<file path="src/rtl/inst_loader_pkg.sv">
// Shared types and constants for the program loader: FSM state encodings,
// word geometry and header width.
package inst_loader_pkg;

    localparam int unsigned BYTES_PER_WORD = 4;
    localparam int unsigned HDR_W          = 16;
    localparam int unsigned LANE_W         = 2;

    typedef enum logic [2:0] {
        HDR_LO = 3'd0,
        HDR_HI = 3'd1,
        LOAD   = 3'd2,
        CHK    = 3'd3,
        DONE   = 3'd4,
        ERR    = 3'd5
    } state_t;

endpackage

</file>
<file path="src/rtl/inst_loader_if.sv">
// Loader bus bundle: host byte link (rx_*) plus the lsu instruction-write port.
// master = loader side, slave = host/lsu side.
interface inst_loader_if #(
    parameter int unsigned ADDR_W = 9,
    parameter int unsigned DATA_W = 32
) ();
    logic [7:0]        rx_data;
    logic              rx_valid;
    logic              rx_ready;
    logic [ADDR_W-1:0] addr;
    logic              wr;
    logic [DATA_W-1:0] wdata;
    logic              working;

    modport master (
        input  rx_data, rx_valid,
        output rx_ready, addr, wr, wdata, working
    );

    modport slave (
        output rx_data, rx_valid,
        input  rx_ready, addr, wr, wdata, working
    );
endinterface

</file>
<file path="src/rtl/inst_loader_byte_packer.sv">
// byte_packer: assembles little-endian bytes into a word; word_valid pulses
// for one cycle after the last lane is accepted and word holds otherwise.
module byte_packer
    import inst_loader_pkg::*;
#(
    parameter int unsigned DATA_W = 32
) (
    input  logic              clock,
    input  logic              reset,
    input  logic              byte_valid,
    input  logic [7:0]        byte_in,
    output logic [LANE_W-1:0] lane,
    output logic              word_valid,
    output logic [DATA_W-1:0] word
);

    localparam logic [LANE_W-1:0] LANE_LAST = LANE_W'(BYTES_PER_WORD - 1);

    // Lower three bytes of the word in progress, newest byte at the top.
    logic [DATA_W-9:0] partial;

    // Lane counter, shift register and word output with synchronous clear.
    always_ff @(posedge clock) begin
        if (reset) begin
            lane       <= '0;
            partial    <= '0;
            word_valid <= 1'b0;
            word       <= '0;
        end else begin
            word_valid <= 1'b0;
            if (byte_valid) begin
                partial <= {byte_in, partial[DATA_W-9:8]};
                lane    <= lane + LANE_W'(1);
                if (lane == LANE_LAST) begin
                    word       <= {byte_in, partial};
                    word_valid <= 1'b1;
                end
            end
        end
    end

endmodule

</file>
<file path="src/rtl/inst_loader.sv">
// inst_loader: host-side program loader. Parses a length header, packs the
// byte stream into words, writes them to the lsu port and then raises working.
// Optional trailing XOR checksum: define INST_LOADER_CHECKSUM_EN.
module inst_loader
    import inst_loader_pkg::*;
#(
    parameter int unsigned ADDR_W = 9,
    parameter int unsigned DATA_W = 32
) (
    input  logic              clock,
    input  logic              reset,
    inst_loader_if.master     bus,
    output logic              err,
    output logic [ADDR_W:0]   words_loaded
);

    localparam int unsigned CNT_W = ADDR_W + 1;
    localparam int unsigned DEPTH = 32'd1 << ADDR_W;
    localparam logic [LANE_W-1:0] LANE_LAST = LANE_W'(BYTES_PER_WORD - 1);

`ifdef INST_LOADER_CHECKSUM_EN
    localparam state_t AFTER_LOAD       = CHK;
    localparam logic   AFTER_LOAD_READY = 1'b1;
    logic [7:0] xsum;
`else
    localparam state_t AFTER_LOAD       = DONE;
    localparam logic   AFTER_LOAD_READY = 1'b0;
`endif

    state_t            state;
    logic [HDR_W-1:0]  len;
    logic [LANE_W-1:0] lane;
    logic              fire_c;
    logic              last_byte_c;
    logic [HDR_W-1:0]  hdr_len_c;

    assign fire_c      = bus.rx_valid & bus.rx_ready;
    assign last_byte_c = fire_c && (state == LOAD) && (lane == LANE_LAST);
    assign hdr_len_c   = {bus.rx_data, len[7:0]};

    byte_packer #(.DATA_W(DATA_W)) u_packer (
        .clock      (clock),
        .reset      (reset),
        .byte_valid (fire_c && (state == LOAD)),
        .byte_in    (bus.rx_data),
        .lane       (lane),
        .word_valid (bus.wr),
        .word       (bus.wdata)
    );

    // Frame FSM, word counter, write address and status outputs.
    always_ff @(posedge clock) begin
        if (reset) begin
            state        <= HDR_LO;
            len          <= '0;
            bus.addr     <= '0;
            bus.working  <= 1'b0;
            bus.rx_ready <= 1'b0;
            err          <= 1'b0;
            words_loaded <= '0;
        end else begin
            bus.rx_ready <= (state != DONE) && (state != ERR);
            case (state)
                HDR_LO: begin
                    if (fire_c) begin
                        len[7:0] <= bus.rx_data;
                        state    <= HDR_HI;
                    end
                end
                HDR_HI: begin
                    if (fire_c) begin
                        len <= hdr_len_c;
                        if (32'(hdr_len_c) > DEPTH) begin
                            state        <= ERR;
                            err          <= 1'b1;
                            bus.rx_ready <= 1'b0;
                        end else if (hdr_len_c == '0) begin
                            state        <= AFTER_LOAD;
                            bus.rx_ready <= AFTER_LOAD_READY;
                        end else begin
                            state <= LOAD;
                        end
                    end
                end
                LOAD: begin
                    // addr/count register alongside the packer's write strobe
                    if (last_byte_c) begin
                        bus.addr     <= words_loaded[ADDR_W-1:0];
                        words_loaded <= words_loaded + CNT_W'(1);
                        if (HDR_W'(words_loaded) + HDR_W'(1) == len) begin
                            state        <= AFTER_LOAD;
                            bus.rx_ready <= AFTER_LOAD_READY;
                        end
                    end
                end
`ifdef INST_LOADER_CHECKSUM_EN
                CHK: begin
                    if (fire_c) begin
                        bus.rx_ready <= 1'b0;
                        if (bus.rx_data == xsum) begin
                            state <= DONE;
                        end else begin
                            state <= ERR;
                            err   <= 1'b1;
                        end
                    end
                end
`endif
                DONE: begin
                    bus.working <= 1'b1;
                end
                ERR: begin
                    err <= 1'b1;
                end
                default: begin
                    state <= HDR_LO;
                end
            endcase
        end
    end

`ifdef INST_LOADER_CHECKSUM_EN
    // Running XOR over header and data bytes.
    always_ff @(posedge clock) begin
        if (reset) begin
            xsum <= '0;
        end else if (fire_c && (state == HDR_LO || state == HDR_HI || state == LOAD)) begin
            xsum <= xsum ^ bus.rx_data;
        end
    end
`endif

endmodule
</file>
<file path="src/flat_wrapper.sv">
// flat-port wrapper written by rule: the top's interface ports become plain ports
module inst_loader_flat import inst_loader_pkg::*;
#(
    parameter int unsigned ADDR_W = 9,
    parameter int unsigned DATA_W = 32
)
  (clock, reset, err, words_loaded, bus_rx_data, bus_rx_valid, bus_rx_ready, bus_addr, bus_wr, bus_wdata, bus_working);
  inst_loader_if #(.ADDR_W(ADDR_W), .DATA_W(DATA_W)) bus_i ();
  input  logic clock;
  input  logic reset;
  output logic err;
  output logic [ADDR_W:0] words_loaded;
  input wire logic [$bits(bus_i.rx_data)-1:0] bus_rx_data;
  input wire logic [$bits(bus_i.rx_valid)-1:0] bus_rx_valid;
  output wire logic [$bits(bus_i.rx_ready)-1:0] bus_rx_ready;
  output wire logic [$bits(bus_i.addr)-1:0] bus_addr;
  output wire logic [$bits(bus_i.wr)-1:0] bus_wr;
  output wire logic [$bits(bus_i.wdata)-1:0] bus_wdata;
  output wire logic [$bits(bus_i.working)-1:0] bus_working;
  assign bus_i.rx_data = bus_rx_data;
  assign bus_i.rx_valid = bus_rx_valid;
  assign bus_rx_ready = bus_i.rx_ready;
  assign bus_addr = bus_i.addr;
  assign bus_wr = bus_i.wr;
  assign bus_wdata = bus_i.wdata;
  assign bus_working = bus_i.working;
  inst_loader #(.ADDR_W(ADDR_W), .DATA_W(DATA_W)) u_core (.clock(clock), .reset(reset), .bus(bus_i), .err(err), .words_loaded(words_loaded));
endmodule
</file>
<file path="config.mk">
export PLATFORM = sky130hd
export DESIGN_NAME = inst_loader_flat
export DESIGN_NICKNAME = d
export VERILOG_FILES = /design/src/rtl/inst_loader_pkg.sv /design/src/rtl/inst_loader_if.sv /design/src/rtl/inst_loader_byte_packer.sv /design/src/rtl/inst_loader.sv /design/src/flat_wrapper.sv
export SDC_FILE = /design/constraint.sdc
export NUM_CORES = 1
export LEC_CHECK = 0
export BUFFER_PORTS_ARGS = -buffer_cell sky130_fd_sc_hd__buf_2
export CAP_MARGIN = 20
export CORE_AREA = 3 3 71 106
export CTS_CLUSTER_SIZE = 16
export DETAILED_ROUTE_END_ITERATION = 16
export DIE_AREA = 0 0 74 109
export PLACE_DENSITY = 0.9
export SLEW_MARGIN = 20
export SYNTH_ARGS = -nofsm -noshare
export SYNTH_HDL_FRONTEND = slang
export SYNTH_SLANG_ARGS = --single-unit
</file>
<file path="constraint.sdc">
create_clock -name clock -period 6.91 [get_ports clock]
set_input_delay 0 -clock clock [delete_from_list [all_inputs] [get_ports clock]]
set_output_delay 0 -clock clock [all_outputs]
set_load 0.01 [all_outputs]
</file>
# Yosys cells after proc, flatten, opt, wreduce, memory -nomap -nowiden
# Index checks and enable logic that the tools add are counted.
word_totals:
  inputBits: 11
  wordCells: 66
  reg_bits: 100
classes:
  n_addsub: 3
  muxes: 19
  n_reduce_logical: 14
  eq_ne: 13
  magnitude_cmp: 1
  n_bitwise: 4
ops:
  columns: ["op", "n"]
  rows:
  - ["$mux W3", 6]
  - ["$eq A16 B16 Y1", 1]
  - ["$gt A16 B10 Y1 const B", 1]
  - ["$logic_not A16 Y1", 1]
  - ["$pmux W8 S2", 1]
  - ["$pmux W3 S4", 1]
  - ["$add A10 B1 Y11 const B", 1]
  - ["$add A10 B1 Y10 const B", 1]
  - ["$mux W1", 8]
  - ["$mux W8", 1]
  - ["$ne A2 B1 Y1 const B", 4]
  - ["$eq A3 B3 Y1 const B", 2]
  - ["$ne A3 B3 Y1 const B", 2]
  - ["$reduce_and A2 Y1", 3]
  - ["$reduce_and A3 Y1", 2]
  - ["$reduce_and A5 Y1", 1]
  - ["$pmux W1 S2", 2]
  - ["$reduce_or A2 Y1", 2]
  - ["$eq A3 B1 Y1 const B", 1]
  - ["$eq A3 B2 Y1 const B", 1]
  - ["$logic_and A1 B1 Y1", 3]
  - ["$logic_not A3 Y1", 1]
  - ["$not A1 Y1", 3]
  - ["$add A2 B1 Y2 const B", 1]
  - ["4 further kinds", 4]

# Logic depth before layout (Yosys ltp)
# Gate-level depths: netlist (run 1).
logic_depth:
  ltp_word: 6
  ltp_mapped: 8

# Modules after synthesis
# From an unflattened synthesis (run 1), not the netlist that was laid out.
unflattened:
  cells_unflattened: 482
  area_unflattened_um2: 4474.3
by_module_without_submodules:
  columns: ["module", "instances", "seq_area_each_um2", "area_per_inst_um2", "cells_each"]
  rows:
  - ["byte_packer", 1, 1181.1, 2439.8, 234]
  - ["inst_loader", 1, 820.8, 2034.5, 248]

# Least setup slack after synthesis (run 1)
# OpenSTA, ideal clock, no wires.
synth_timing:
  path_type: "register to register"
  startpoint: "register u_core.words_loaded[0]"
  endpoint: "register u_core.state[1]"
  t_arrival_ps: 2370
  path_slack_ps: 4426
  t_required_ps: 6796
  path_buffers: 0
  path_stages_with_launch: 8
  cell_sequence: "dfxtp_1 > ha_1 > nand3_4 > or3_1 > a211o_1 > or4_1 > or2_1 > a21o_1"
synth_via:
  elab_chain_len: 4
synth_rtl:
  columns: ["item", "line", "text"]
  rows:
  - ["start: declaration", "inst_loader.sv:14", "output logic [ADDR_W:0] words_loaded"]
  - ["start signal: assignment", "inst_loader.sv:89", "words_loaded <= words_loaded + CNT_W'(1);"]
  - ["$add A10 B1 Y11", "inst_loader.sv:90", "if (HDR_W'(words_loaded) + HDR_W'(1) == len) begin"]
  - ["$eq A16 B16 Y1", "inst_loader.sv:90", null]
  - ["$ne A2 B2 Y1 (no line)", null, null]
  - ["$reduce_and A5 Y1 (no line)", null, null]
  - ["end signal: assignment", "inst_loader.sv:81", "state <= LOAD;"]
  - ["end signal: assignment", "inst_loader.sv:91", "state <= AFTER_LOAD;"]
  - ["end signal: assignment", "inst_loader.sv:116", "state <= HDR_LO;"]
  - ["end: declaration", "inst_loader.sv:30", "state_t state;"]
# No other way between the ends.
# A chain may end at the register's enable or synchronous reset.

# Final worst setup path (run 1)
# Ends and elaborated chain as after synthesis.

==> results of run 1 <==
-- critical path: stages (launching register included) --
cell and delay [ns]:
dfxtp_1 0.50, ha_1 0.35, nand3_4 0.14, or3_1 0.38, a211o_1 0.29, or4_1 0.49
or2_1 0.25, a21o_1 0.16
-- synth_stat cells, types with 2 or more instances --
library cell	instances	share of area, %
nand2_1	144	14
and2_1	2	0.32
or3_1	2	0.32
nor2b_1	2	0.32
buf_1	5	0.48
o21bai_1	2	0.38
or4_1	3	0.57
a21o_1	2	0.38
inv_1	4	0.38
mux2i_1	16	4.1
nor2_1	35	3.3
dfxtp_1	100	51
nor3_1	6	0.76
clkbuf_1	24	2.3
xor2_1	8	1.8
nand3_1	4	0.51
o21ai_0	5	0.64
nor3b_1	2	0.38
or3_2	2	0.38
nand4_1	2	0.32
buf_2	2	0.25
nor4_1	2	0.32
xnor2_1	9	2.0
ha_1	2	0.64
a21oi_1	78	9.9
a31oi_1	2	0.32
and3_1	4	0.64
and4_2	2	0.51
-- kinds of logic (layout without fill, tap and decap cells) --
group | Yosys count | count (layout) | synth area share [%]
and+or+nand+nor | 218 | 218 | 23.9
DFF | 100 | 100 | 50.9
AOI/OAI and AO/OA | 97 | 97 | 13.4
buffers and inverters | 35 | 97 | 3.40
xor gates and xnor gates | 17 | 17 | 3.78
muxes | 16 | 16 | 4.07
adders and majority gates | 2 | 2 | 0.636
-- path summary, 6_finish.rpt --
kind                              to  depth (start not counted)
max reg2reg          u_core.state[1]                          7
min                       u_core.err                          5
min reg2reg  u_core.u_packer.word[4]                          2
max                  u_core.state[1]                          7
-- placed cells by master, fill, tap and decap left out, types with 2 or more instances in the layout --
cell type	Yosys	layout
a21o_1	2	2
a21oi_1	78	78
a31oi_1	2	2
and2_1	2	2
and3_1	4	4
and4_2	2	2
buf_2	2	65
buf_4	0	4
clkbuf_8	0	9
dfxtp_1	100	100
dlygate4sd3_1	0	8
ha_1	2	2
inv_1	4	4
inv_6	0	3
mux2i_1	16	16
nand2_1	144	144
nand3_1	4	3
nand4_1	2	2
nor2_1	35	35
nor2b_1	2	2
nor3_1	6	6
nor3b_1	2	2
nor4_1	2	2
o21ai_0	5	5
o21bai_1	2	2
or3_1	2	2
or3_2	2	2
or4_1	3	3
xnor2_1	9	9
xor2_1	8	8
-- per-layer routing --
metal	GRT usage, %	vias to the layer above	routed length, um
li1	-	1729	-
met1	28.3	1608	3610
met4	9.33	0	157
met3	5.17	13	577
met2	39.5	104	4570
met5	0	-	0
-- state kept, by name (all words and copies together) (netlist names), 2 cells and up --
signal                   count
u_core.words_loaded         10
u_core.bus.addr              9
u_core.u_packer.lane         2
u_core.u_packer.partial     24
u_core.u_packer.word        32
u_core.state                 3
u_core.len                  16
-- area by class of cell --
class,instances,area (um^2)
tap,76,95.1
fill,508,2050
timing repair buffer,77,435
sequential,100,2000
clock inverter,7,91.3
inverter,4,15.0
clock buffer,9,124
multi-input combinational,350,1810
-- through the flow --
step	power, mW	instances	util (%)	instance area, um^2
floorplan	0.626	485	-	3940
global placement	0.639	599	64.5	4270
detailed placement	0.640	599	64.5	4270
CTS	1.03	623	69.0	4570
global route	1.06	623	69.0	4570
finish	1.02	623	69.0	4570
-- report_power, final --
| group | internal [mW] | switching, mW | leakage [nW] | total [mW] |
|---|---|---|---|---|
| Sequential | 0.581 | 0.00458 | 0.807 | 0.586 |
| Clock | 0.177 | 0.214 | 0.106 | 0.391 |
| Combinational | 0.0178 | 0.0276 | 0.900 | 0.0454 |
==> metrics.cfg, run 1 <==
[status]
outcome = finished, final reports clean

[detailed_routing]
drtIter0Drc = 286
routedWlPerCell_um = 14.3
ant_nets = 0
drc = 0
drt-total-wl_mm = 8.92
vias_per_cell = 5.54
routed-via-count = 3454
dr.pass1.iters = 6

[worst_setup_path]
worstSetupStartpointType = register
startpoint = u_core.words_loaded[0]
required_ns = 7.18
path_max_fanout = 9
worstSetupPathType = reg2reg
cp.arrival_ns = 2.92
cp-end-kind = register
r2r_slack_ns = 4.25
reg2reg_from = u_core.words_loaded[0]

[sta]
final-hold-violation-count = 0
worstMarginPinSlew_ns = 0.983
layout_setup_ws_ns = 4.25
hold_ws_ns = 0.161
finalSetupViolations = 0
period_needed_ns = 2.66
max_freq_mhz = 376
finClkSkew_ns = 0.0101
finalSetupTns_ns = 0
maxSlewViolCount = 0
fin_crit_sh_pct = 38.4
rsz0062_at_grt = no
slew-limit-headroom_pct = 34.5

[place]
hpwl_mm = 5.97
io_buffers = 65
place_ws_ns = 4.30
gp_congestion = 0.851

[power]
ir_drop_v = 0.000186
p_per_area_nw_per_um2 = 224
leakage_nw = 1.81

[clock_network]
cts_resized = 0
clk_pin_slew_ns = 0.10
cts_num_sinks = 100
cts_buffer_depth = 2
cts_tree = done
cts-root-buf = clkbuf_8
cts_htree_levels = 3
cts_buffers = 9
clk-insertion-delay-late_ns = 0.37
ctsHoldBuffers = 8
post_cts_buffers = 0

[grt]
grt_pass1_wl_mm = 14.8
grt_usage_pct = 23.3
grt_max_degree = 102
antenna_found_initial = 0
grt_overflow = 0
grt_pass1_vias = 3174

[min_path]
min_path_type = in2reg
worstHoldStart = bus_rx_valid

[yosys]
netlist_instances = 485
synthesis.nets = 498
ys_warn_count = 0
yosysSeqAreaShare_pct = 50.9
synth.distinct_cells = 42
synth_async_sr_flop_share_pct = 0
synth_ff_type = dfxtp_1
synth_edf_count = 0
syn_area_per_cell_um2 = 8.12
ys_ff_latch = 100
netlist_area_um2 = 3940

[floorplan]
ios = 66
fp.dieW_um = 74
fp-row-count = 36
die_y_um = 109
die_area_um2 = 8070
core-area_um2 = 6620
start_util_pct = 59.4

[finish]
layout-drive-gt1-share_pct = 17.0
diodes = 0
fin_nets = 555
syn_to_final_growth_pct = 16.1

[run]
cap_violations = 0

Note: power is estimated with default switching activity, not from simulation.
==> run 2: changes to the inputs <==
- CORE_AREA: 3 3 71 106 -> 3 3 74 110
- DIE_AREA: 0 0 74 109 -> 0 0 77 113
- PLACE_DENSITY: 0.9 -> 0.84
- clock period: 6.91 -> 2.45 ns (I/O delays scaled with it)
==> metrics.cfg, run 2 (same netlist as run 1, synthesis figures left out) <==
[worst_setup_path]
critPathTopFamily = simple AND/OR/NAND/NOR gates
cp.arrival_ns = 2.61  ; -0.31 ns
crit_path_top_delay_cell = or4_1
max_stage_delay_ns = 0.49  ; about the same
reg2reg_from = u_core.words_loaded[1]
critPathBufInv = 0  ; unchanged
worstSetupPathType = reg2reg
cp-end-kind = register
path_max_fanout = 9  ; unchanged
required_ns = 2.71  ; -4.47 ns
startpoint = u_core.words_loaded[1]
worstSetupStartpointType = register
path_cells = ha_4, nand3_4, or3_1, a211o_1, or4_1, or2_1, a21o_1

[floorplan]
ios = 66  ; unchanged
die_area_um2 = 8700  ; +7.9%
fp-row-count = 38  ; +5.6%
die_y_um = 113  ; +3.7%
fp.dieW_um = 77  ; +4.1%
start_util_pct = 54.1  ; -5.3 points
core-area_um2 = 7270  ; +9.9%

[clock_network]
cts-root-buf = clkbuf_8
cts_buffer_depth = 2  ; unchanged
cts_htree_levels = 3  ; unchanged
cts_num_sinks = 100  ; unchanged
clk-insertion-delay-late_ns = 0.37  ; about the same
cts_tree = done
clk_pin_slew_ns = 0.09  ; about the same
cts_buffers = 9  ; unchanged

[detailed_routing]
drt-total-wl_mm = 9.22  ; +3.4%
drtIter0Drc = 231  ; -19%
dr.pass1.iters = 4  ; -2
vias_per_cell = 5.33  ; -3.8%
ant_nets = 0  ; unchanged
routedWlPerCell_um = 14.1  ; -1.7%
drc = 0  ; unchanged
routed-via-count = 3493  ; +1.1%

[finish]
reg_top3 = u_core.u_packer.word (32), u_core.u_packer.partial (24), u_core.len (16)
layout-drive-gt1-share_pct = 18.2  ; +1.2 points
diodes = 0  ; unchanged
top_register = u_core.u_packer.word
mostFrequentLayoutCells = 144 x nand2_1, 99 x dfxtp_1, 78 x a21oi_1
syn_to_final_growth_pct = 18.7
final_cells = 655  ; +5.1%
largest_register_ffs = 32  ; unchanged
layout_commonest_cell = nand2_1
fin_nets = 563  ; +1.4%

[status]
outcome = finished, final reports clean

[sta]
maxSlewViolCount = 0  ; unchanged
finClkSkew_ns = 0.00878  ; -0.00128 ns
rsz0062_at_grt = no
worstMarginPinSlew_ns = 0.568  ; -0.415 ns
finalSetupViolations = 0  ; unchanged
period_needed_ns = 2.35  ; -0.309 ns
max_freq_mhz = 426  ; +13%
final-hold-violation-count = 0  ; unchanged
slew-limit-headroom_pct = 62.2  ; +28 points
finalSetupTns_ns = 0  ; unchanged
fin_crit_sh_pct = 95.8  ; +57 points

[power]
p_per_area_nw_per_um2 = 609  ; +170%
ir_drop_v = 0.000385  ; +110%
leakage_nw = 1.85  ; +2.1%

[grt]
grt.met1_usage_pct = 26.1  ; -2.2 points
grt_overflow = 0  ; unchanged
busiest_layer = met2
grt_max_degree = 51  ; -50%
gr-usage-met3_pct = 2.47  ; -2.7 points
grt_pass1_vias = 3366  ; +6.0%
antenna_found_initial = 0  ; unchanged
grt_pass1_wl_mm = 15.5  ; +5.0%
grtUsageMet2_pct = 38.9  ; -0.58 points
grt_usage_pct = 22.0  ; -1.3 points

[min_path]
worstHoldStart = bus_rx_valid
min_path_type = in2reg

[place]
dp.cells = 631  ; +5.3%
hpwl_mm = 6.37  ; +6.7%
gp_congestion = 0.941  ; +11%
io_buffers = 65  ; unchanged

[run]
cap_violations = 0  ; unchanged

## run 2: changes by cell type in the layout (fill, tap and decap cells not counted), sizes merged
cell      previous run  this run
inv                  8         6
clkinvlp             1         0
buf                 69        77
clkbuf               9        12
## run 2: worst paths after layout
| check | endpoint | slack (ns) | cells after the start |
|---|---|---|---|
| worst min-delay path | u_core.err | 0.09 | 5 |
| worst max-delay path | u_core.state[1] | 0.10 | 7 |
| worst max register to register | u_core.state[1] | 0.10 | 7 |
| worst min register to register | u_core.u_packer.word[31] | 0.45 | 2 |
## run 2: cell type report
cell class,instances,area (um^2)
well taps,100,125
inverters,4,15.0
flip-flops and latches,100,2000
multi-input cells,350,1820
fillers,639,2600
repair buffers,85,508
clock buffers,12,145
clock inverters,4,56.3
## run 2: tightest hold or removal path: cells and delay by family
kind            cells  cell delay, ns
compound gates      2            0.21
simple gates        2            0.12
buf+inv             1            0.09
## run 2: layer usage
layer	share of wire [%]	vias to the layer above
met5	0	-
met4	3.5	0
met3	4.2	23
met2	50	92
met1	42	1628
li1	-	1750
## run 2: what timing repair did
item	4_1_cts	5_1_grt
hold buffers	8	0
endpoints found under the setup margin	0	1
resized for setup	0	1
buffers inserted	0	0
hold endpoints to repair	28	0
## run 2: where the power goes
group / internal, mW / switching (mW)
Combinational: 0.0534 / 0.0767
Sequential: 1.64 / 0.0139
Clock: 0.510 / 0.553
Total: 2.20 / 0.643
## run 2: stage by stage
| step | instance area, um^2 | setup slack [ns] | utilization (%) | power, mW | hold WS, ns |
|---|---|---|---|---|---|
| floorplan | 3940 | 0.0537 | - | 1.77 | 0.136 |
| global placement | 4380 | 0.148 | 60.2 | 1.81 | 0.296 |
| detailed placement | 4380 | 0.0788 | 60.2 | 1.81 | 0.302 |
| CTS | 4660 | 0.0685 | 64.1 | 2.87 | 0.0883 |
| global route | 4670 | 0.0458 | 64.2 | 2.95 | 0.138 |
| finish | 4670 | 0.103 | 64.2 | 2.85 | 0.0931 |
